<file path="src/rtl/mem_access_ctrl_pkg.sv">
// Shared encodings for the MEM-stage data-memory access controller.
//   SIZE_* : req_size encodings (byte, half, word, illegal)
//   mem_state_t : controller FSM states
package mem_access_ctrl_pkg;

   localparam logic [1:0] SIZE_B = 2'd0;
   localparam logic [1:0] SIZE_H = 2'd1;
   localparam logic [1:0] SIZE_W = 2'd2;
   localparam logic [1:0] SIZE_X = 2'd3;

   typedef enum logic {
      IDLE   = 1'b0,
      RMW_WR = 1'b1
   } mem_state_t;

endpackage

</file>
<file path="src/rtl/mem_access_ctrl_load_align.sv">
// Lane decode for a 32-bit little-endian word memory.
//   rdata      : word read from memory
//   lane       : byte offset within the word (req_addr[1:0])
//   size       : access size (SIZE_B / SIZE_H / SIZE_W)
//   sign_ext   : sign-extend sub-word loads when 1
//   wdata      : right-aligned store data
//   load_data  : selected lane(s), sign- or zero-extended
//   merge_data : rdata with the addressed lane(s) replaced by wdata
module mem_access_ctrl_load_align
   import mem_access_ctrl_pkg::*;
(
   input  logic [31:0] rdata,
   input  logic [1:0]  lane,
   input  logic [1:0]  size,
   input  logic        sign_ext,
   input  logic [31:0] wdata,
   output logic [31:0] load_data,
   output logic [31:0] merge_data
);

   logic [31:0] shifted;
   logic [7:0]  byte_sel;
   logic [15:0] half_sel;

   always_comb begin
      shifted  = rdata >> {lane, 3'b000};
      byte_sel = shifted[7:0];
      half_sel = lane[1] ? rdata[31:16] : rdata[15:0];

      case (size)
         SIZE_B:  load_data = {{24{sign_ext & byte_sel[7]}}, byte_sel};
         SIZE_H:  load_data = {{16{sign_ext & half_sel[15]}}, half_sel};
         default: load_data = rdata;
      endcase

      merge_data = rdata;
      case (size)
         SIZE_B: merge_data[{lane, 3'b000} +: 8] = wdata[7:0];
         SIZE_H: begin
            if (lane[1]) merge_data[31:16] = wdata[15:0];
            else         merge_data[15:0]  = wdata[15:0];
         end
         default: merge_data = wdata;
      endcase
   end

endmodule

</file>
<file path="src/rtl/mem_access_ctrl.sv">
// MEM-stage initiator for a word-only data memory.
// Loads complete in one cycle (registered response); word stores are single
// cycle; byte/half stores read-modify-write over two cycles with a one-cycle
// stall. Illegal accesses raise acc_err instead of touching memory.
//   clk_sys, rst_b           : clock, async active-low reset
//   req_*                    : pipeline request, held stable while stall=1
//   stall                    : hold the pipeline this cycle
//   resp_valid/rdata/rd      : registered load response
//   acc_err                  : registered pulse for an illegal request
//   MemRead/MemWrite/mem_*   : data-memory interface (combinational read)
//
// state  | meaning
// IDLE   | accept request; loads, word stores, and RMW read phase
// RMW_WR | write merged word for the held sub-word store
module mem_access_ctrl
   import mem_access_ctrl_pkg::*;
#(
   parameter int DATA_W    = 32,
   parameter int MEM_AW    = 6,
   parameter int BYTE_ADDR = 32
) (
   input  logic                 clk_sys,
   input  logic                 rst_b,
   input  logic                 req_valid,
   input  logic                 req_write,
   input  logic [1:0]           req_size,
   input  logic                 req_signed,
   input  logic [BYTE_ADDR-1:0] req_addr,
   input  logic [DATA_W-1:0]    req_wdata,
   input  logic [4:0]           req_rd,
   output logic                 stall,
   output logic                 resp_valid,
   output logic [DATA_W-1:0]    resp_rdata,
   output logic [4:0]           resp_rd,
   output logic                 acc_err,
   output logic                 MemRead,
   output logic                 MemWrite,
   output logic [MEM_AW-1:0]    mem_addr,
   output logic [DATA_W-1:0]    mem_wdata,
   input  logic [DATA_W-1:0]    mem_rdata
);

   mem_state_t        state_q, state_d;
   logic [DATA_W-1:0] merge_q;
   logic [DATA_W-1:0] load_data, merge_data;
   logic              bad, load_hit, err_hit, merge_ld;

   assign mem_addr = req_addr[MEM_AW+1:2];

   always_comb begin
      bad = (req_size == SIZE_X)
          | ((req_size == SIZE_H) & req_addr[0])
          | ((req_size == SIZE_W) & (req_addr[1:0] != 2'b00))
          | (req_addr[BYTE_ADDR-1:MEM_AW+2] != '0);
   end

   mem_access_ctrl_load_align u_align (
      .rdata      (mem_rdata),
      .lane       (req_addr[1:0]),
      .size       (req_size),
      .sign_ext   (req_signed),
      .wdata      (req_wdata),
      .load_data  (load_data),
      .merge_data (merge_data)
   );

   always_ff @(posedge clk_sys or negedge rst_b) begin
      if (!rst_b) state_q <= IDLE;
      else        state_q <= state_d;
   end

   always_comb begin
      state_d   = state_q;
      MemRead   = 1'b0;
      MemWrite  = 1'b0;
      stall     = 1'b0;
      mem_wdata = req_wdata;
      load_hit  = 1'b0;
      err_hit   = 1'b0;
      merge_ld  = 1'b0;
      case (state_q)
         IDLE: begin
            if (req_valid) begin
               if (bad) begin
                  err_hit = 1'b1;
               end else if (!req_write) begin
                  MemRead  = 1'b1;
                  load_hit = 1'b1;
               end else if (req_size == SIZE_W) begin
                  MemWrite = 1'b1;
               end else begin
                  MemRead  = 1'b1;
                  stall    = 1'b1;
                  merge_ld = 1'b1;
                  state_d  = RMW_WR;
               end
            end
         end
         RMW_WR: begin
            MemWrite  = 1'b1;
            mem_wdata = merge_q;
            state_d   = IDLE;
         end
         default: state_d = IDLE;
      endcase
      // Reset must also squash the strobes combinationally, so an RMW write
      // in flight when reset lands never reaches memory.
      if (!rst_b) begin
         MemRead  = 1'b0;
         MemWrite = 1'b0;
         stall    = 1'b0;
      end
   end

   always_ff @(posedge clk_sys or negedge rst_b) begin
      if (!rst_b) begin
         resp_valid <= 1'b0;
         resp_rdata <= '0;
         resp_rd    <= '0;
         acc_err    <= 1'b0;
         merge_q    <= '0;
      end else begin
         resp_valid <= load_hit;
         acc_err    <= err_hit;
         if (load_hit) begin
            resp_rdata <= load_data;
            resp_rd    <= req_rd;
         end
         if (merge_ld) merge_q <= merge_data;
      end
   end

endmodule

</file>
<file path="config.mk">
export PLATFORM = sky130hd
export DESIGN_NAME = mem_access_ctrl
export DESIGN_NICKNAME = d
export VERILOG_FILES = /design/src/rtl/mem_access_ctrl_pkg.sv /design/src/rtl/mem_access_ctrl_load_align.sv /design/src/rtl/mem_access_ctrl.sv
export SDC_FILE = /design/constraint.sdc
export NUM_CORES = 1
export LEC_CHECK = 0
export CAP_MARGIN = 20
export CORE_AREA = 2 2 105 107
export CTS_CLUSTER_SIZE = 25
export DETAILED_ROUTE_END_ITERATION = 16
export DIE_AREA = 0 0 107 109
export PLACE_DENSITY = 0.84
export SYNTH_ARGS = -nofsm -noshare
export SYNTH_HDL_FRONTEND = slang
export SYNTH_SLANG_ARGS = --single-unit
</file>
<file path="constraint.sdc">
create_clock -name clk_sys -period 6.5 [get_ports clk_sys]
set_input_delay 1.3 -clock clk_sys [delete_from_list [all_inputs] [get_ports clk_sys]]
set_output_delay 1.3 -clock clk_sys [all_outputs]
set_load 0.005 [all_outputs]
</file>
Yosys cells after proc, flatten, opt, wreduce, memory -nomap -nowiden
Cells that the tools add are included.
{"block": "totals", "reg_bits": 72, "latch_bits": 0, "ram_bits": 0, "romBits": 0, "input_bits": 108, "output_inout_bits": 80, "word_cells": 56, "mem_count": 0}
{"block": "classes", "addsub": 1, "n_mul": 0, "div_mod_pow": 0, "n_lt_le_gt_ge": 0, "eq_ne": 3, "shifts": 3, "n_mux": 32, "bitwise": 8, "n_reduce_logical": 3}
{"cell": "32-bit case mux with 2 select lines", "count": 2}
{"cell": "16-bit two-way mux", "count": 3}
{"cell": "32-bit bitwise mux", "count": 1}
{"cell": "32-bit two-way mux", "count": 1}
{"cell": "8-bit by 7-bit variable shift with 32-bit output (first input constant)", "count": 1}
{"cell": "8-bit by 7-bit variable part select with 32-bit output", "count": 1}
{"cell": "32-bit by 5-bit right shift with 8-bit output", "count": 1}
{"cell": "24-bit nonzero test", "count": 1}
{"cell": "1-bit two-way mux", "count": 23}
{"cell": "5-bit negator with 7-bit output", "count": 1}
{"cell": "1-bit AND", "count": 4}
{"cell": "2-bit equality test (second input constant)", "count": 2}
{"cell": "1-bit case mux with 2 select lines", "count": 2}
{"cell": "1-bit bitwise OR", "count": 3}
{"cell": "2-bit by 1-bit equality test with 1-bit output (second input constant)", "count": 1}
{"cell": "2-bit zero test", "count": 1}
{"cell": "2-bit nonzero test", "count": 1}
{"cell": "1-bit NOT", "count": 1}

Longest topological paths before layout
{"block": "logic_depth", "ltp_word": 9, "ltp_mapped": 9, "ltp_nobuf": 6}

Cells and area by module
From an unflattened synthesis, not the netlist that was laid out.
{"block": "unflattened", "hier_cells": 463, "hier_area_um2": 5151.2}
{"module": "mem_access_ctrl", "n_inst": 1, "cells_each": 216, "area_each_um2": 3384.5, "seq_area_each_um2": 1801.7}
{"module": "mem_access_ctrl_load_align", "n_inst": 1, "cells_each": 247, "area_each_um2": 1766.7, "seq_area_each_um2": 0.0}

Least setup slack after synthesis
Ideal clock, no wire load.
{"block": "synth_timing", "path_type": "input port to output port", "startpoint": "input req_addr[1]", "endpoint": "output MemWrite", "arrival_time_ns": 3.151, "required_time_ns": 5.200, "slack_ns": 2.049, "path_stages": 9, "n_path_buf": 3, "path_cell_list": "buf_2 > buf_2 > inv_1 > ha_1 > nor2b_1 > o211ai_1 > clkbuf_1 > nor3_1 > o21a_1"}
{"block": "synth_via", "elab_chain_cells": 8}
{"element": "start, declared", "line": "mem_access_ctrl.sv:28", "rtl": "input logic [BYTE_ADDR-1:0] req_addr,"}
{"element": "2-bit nonzero test", "line": "mem_access_ctrl.sv:53", "rtl": "| ((req_size == SIZE_W) & (req_addr[1:0] != 2'b00))"}
{"element": "1-bit AND", "line": "mem_access_ctrl.sv:53"}
{"element": "1-bit bitwise OR", "line": "mem_access_ctrl.sv:53"}
{"element": "1-bit bitwise OR", "line": "mem_access_ctrl.sv:54", "rtl": "| (req_addr[BYTE_ADDR-1:MEM_AW+2] != '0);"}
{"element": "1-bit two-way mux", "line": "mem_access_ctrl.sv:84", "rtl": "if (bad) begin"}
{"element": "1-bit two-way mux", "line": "mem_access_ctrl.sv:83", "rtl": "if (req_valid) begin"}
{"element": "1-bit case mux with 2 select lines", "line": "mem_access_ctrl.sv:81", "rtl": "case (state_q)"}
{"element": "1-bit two-way mux", "line": "mem_access_ctrl.sv:108", "rtl": "if (!rst_b) begin"}
{"element": "end, declared", "line": "mem_access_ctrl.sv:37", "rtl": "output logic MemWrite,"}
Every way passes these cells.

Worst setup path after layout
{"block": "layout_timing", "startpoint": "input req_addr[1]", "endpoint": "output stall"}
{"block": "layout_via", "elab_chain_cells": 8}
{"element": "2-bit nonzero test", "line": "mem_access_ctrl.sv:53"}
{"element": "1-bit AND", "line": "mem_access_ctrl.sv:53"}
{"element": "1-bit bitwise OR", "line": "mem_access_ctrl.sv:53"}
{"element": "1-bit bitwise OR", "line": "mem_access_ctrl.sv:54"}
{"element": "1-bit two-way mux", "line": "mem_access_ctrl.sv:84"}
{"element": "1-bit two-way mux", "line": "mem_access_ctrl.sv:83"}
{"element": "1-bit two-way mux", "line": "mem_access_ctrl.sv:81"}
{"element": "1-bit two-way mux", "line": "mem_access_ctrl.sv:108"}
{"element": "end, declared", "line": "mem_access_ctrl.sv:31", "rtl": "output logic stall,"}
Every way passes these cells.

==> results.toml <==
[finish]
fill_cells = 874
fin_nets = 750
final_common_cell = "clkdlybuf4s50_1"
multi_input_area_mm2 = 0.00282
antenna_cells = 0
syn_to_final_growth_pct = 39.2
drive_above_1_share_pct = 14.6
seqCellArea_mm2 = 0.00180
mostFrequentLayoutCells = "172 x clkdlybuf4s50_1, 72 x dfrtp_1, 63 x mux2_2, 49 x nand2_1, 34 x mux2i_1"

[synth]
ys_types = 42
synth_edf_count = 0
synth-async-reset-ratio_pct = 100
avgSynthCellArea_um2 = 9.99
yosysSeqAreaShare_pct = 36.8
yosys_register_bits = 72
synth_ff_type = "dfrtp_1"
synth_warnings = 0
syn_nets = 603
syn-cell-area_mm2 = 0.00490
synthCells = 490

[timing]
finalHoldViolations = 0
maxSlewViolCount = 0
tns_ns = 0
post-route-period-util_pct = 82.0
relSlewSlack_pct = 29.6
tightest_slew_ns = 1.06
fin_skew_ns = 0.0126
fmax_ghz = 0.188
worst_slack_ns = 1.17
setup-violations-final = 0
min_period_ns = 5.33
rsz0062_at_grt = "false"

[critical_path]
cp-end-kind = "output port"
crit_fanout = 34
worst_ep_arrival_time_ns = 4.03
crit_type = "in -> out"
rr_startpoint = "state_q"
r2r.worst_path.cells = 4
required_ns = 5.20
regToRegEndpoint = "merge_q[17]"
setup.worst_path.start_class = "input pin"
r2r_setup_slack_ns = 4.46

[detailed_routing]
route.met3.wl_um = 1260
top_layer_used = "met4"
routed_wl_um = 16000
viasPerCell = 5.88
m1WireLength_um = 6890
post-route-drc-count = 0
ant_nets = 0
avgRoutedWirePerCell_um = 20.4
drtPass1Iterations = 9
drtIter0Drc = 434
wl_met2_um = 7490
vias = 4598

[global_routing]
grt_overflow = 0
antenna_found_initial = 0
track_usage_pct = 27.4
grt_pass1_wl_um = 24500
grt_max_degree = 63
grt_pass1_vias = 4505

[power]
vdd_drop_max_v = 0.0000915
powerDensity_mw_per_mm2 = 149
leakagePower_nw = 2.94
p_total_mw = 1.01

[placed_design]
dp_slack_ns = 1.20
dp_hpwl_um = 11900
gp_routability_congestion = 0.917
port_buffers = 175

[die]
io_pins = 188
die_area_mm2 = 0.0117
core-area_mm2 = 0.0106
rows = 38
die_h_um = 109
die_w_um = 107
start_util_pct = 46.2

[cts]
tritoncts = "yes"
htree_levels = 3
clkTransAtPathRegs_ns = 0.08
ctsHoldBuffers = 0
clockBufferDepth = 2
cts_buffers = 9
postCtsSetupBuffers = 0
cts_sinks = 72
ctsResizeCount = 0
clk-insertion-delay-late_ns = 0.37
cts-root-buf = "clkbuf_8"

[outcome]
status = "complete, no violations"

[job]
maxCapViolations = 0

[min_path]
whs_path_depth = 1
hold_start = "merge_q[18]"
whs_endpoint = "merge_q[18]"
hold_class = "reg -> reg"
[power by group]
group	total (mW)	leakage (nW)	switching [mW]	internal (mW)
registers	0.448	0.968	0.0000620	0.448
logic	0.241	1.89	0.118	0.122
clock network	0.326	0.0789	0.186	0.140
[area by class of cell]
| cell class | count | area share, % |
|---|---|---|
| clock inverters | 6 | 0.661 |
| repair buffers | 182 | 26.3 |
| multi-input cells | 358 | 41.4 |
| inverters | 14 | 0.771 |
| clock buffers | 10 | 1.87 |
| flip-flops and latches | 72 | 26.4 |
| well taps | 140 | 2.57 |
[critical path: stages]
cell and delay [ns]:
buf_2 0.68, inv_1 0.35, ha_1 0.31, nor2b_1 0.17
o211ai_1 0.21, buf_4 0.24, nor3_1 0.09, and4_1 0.24
clkdlybuf4s50_1 0.44
[cells in the mapped netlist (2+ instances only)]
cell type   n  area [um2]
nand2b_1    6        37.5
o21ai_0    17        85.1
nand2_1    49         184
a21oi_1    18        90.1
mux2_1     23         259
nor2b_1    21         131
nor2_1     20        75.1
a222oi_1    8        80.1
o22ai_1     2        12.5
ha_1        5        62.6
a221o_1     8        80.1
inv_1      14        52.6
nor3_1      3        15.0
nor4_1      7        43.8
a22o_1      8        70.1
clkbuf_1   21        78.8
buf_1       6        22.5
o31ai_1    16         120
or3_1       9        56.3
mux2i_1    34         340
a41oi_1     8        70.1
dfrtp_1    72        1800
mux2_2     63         709
nand4_1     3        18.8
buf_4       9        67.6
buf_2       9        45.0
o221ai_1   16         140
[worst max-delay path by stage]
stage	end	startpoint	slack, ns	cells after the start
floorplan	MemWrite	req_addr[1]	2.05	9
global placement	stall	req_addr[1]	1.25	9
detailed placement	stall	req_addr[1]	1.20	9
CTS	stall	req_addr[1]	1.19	9
global route	stall	req_addr[0]	0.96	9
finish	stall	req_addr[1]	1.17	9
[metal layers]
layer  track usage (%)  vias up
met1              37.0     2198
met2              43.9      248
met5                 0        -
met3              5.44       26
met4              10.0        0
li1                  -     2126
[registers in the layout (all words and copies together) (netlist names)]
signal / count
resp_rdata: 32
acc_err: 1
merge_q: 32
resp_rd: 5
state_q: 1
resp_valid: 1
[stage by stage]
| stage | util, % | instances | area (um2) | hold slack (ns) |
|---|---|---|---|---|
| 2_1_floorplan | - | 490 | 4900 | 0.452 |
| 3_3_place_gp | 62.7 | 766 | 6640 | 0.461 |
| 3_5_place_dp | 62.7 | 766 | 6640 | 0.472 |
| 4_1_cts | 64.3 | 782 | 6820 | 0.493 |
| 5_1_grt | 64.3 | 782 | 6820 | 0.510 |
| 6_report | 64.3 | 782 | 6820 | 0.488 |
[logic make-up after synthesis]
group	after synthesis	synth area share (%)
simple gates	126	13.2
mux	120	26.7
compound gates	107	16.4
flops	72	36.8
buf+inv	60	5.67
fa+ha+maj	5	1.28
No activity file was read; power rests on OpenSTA's default activity.
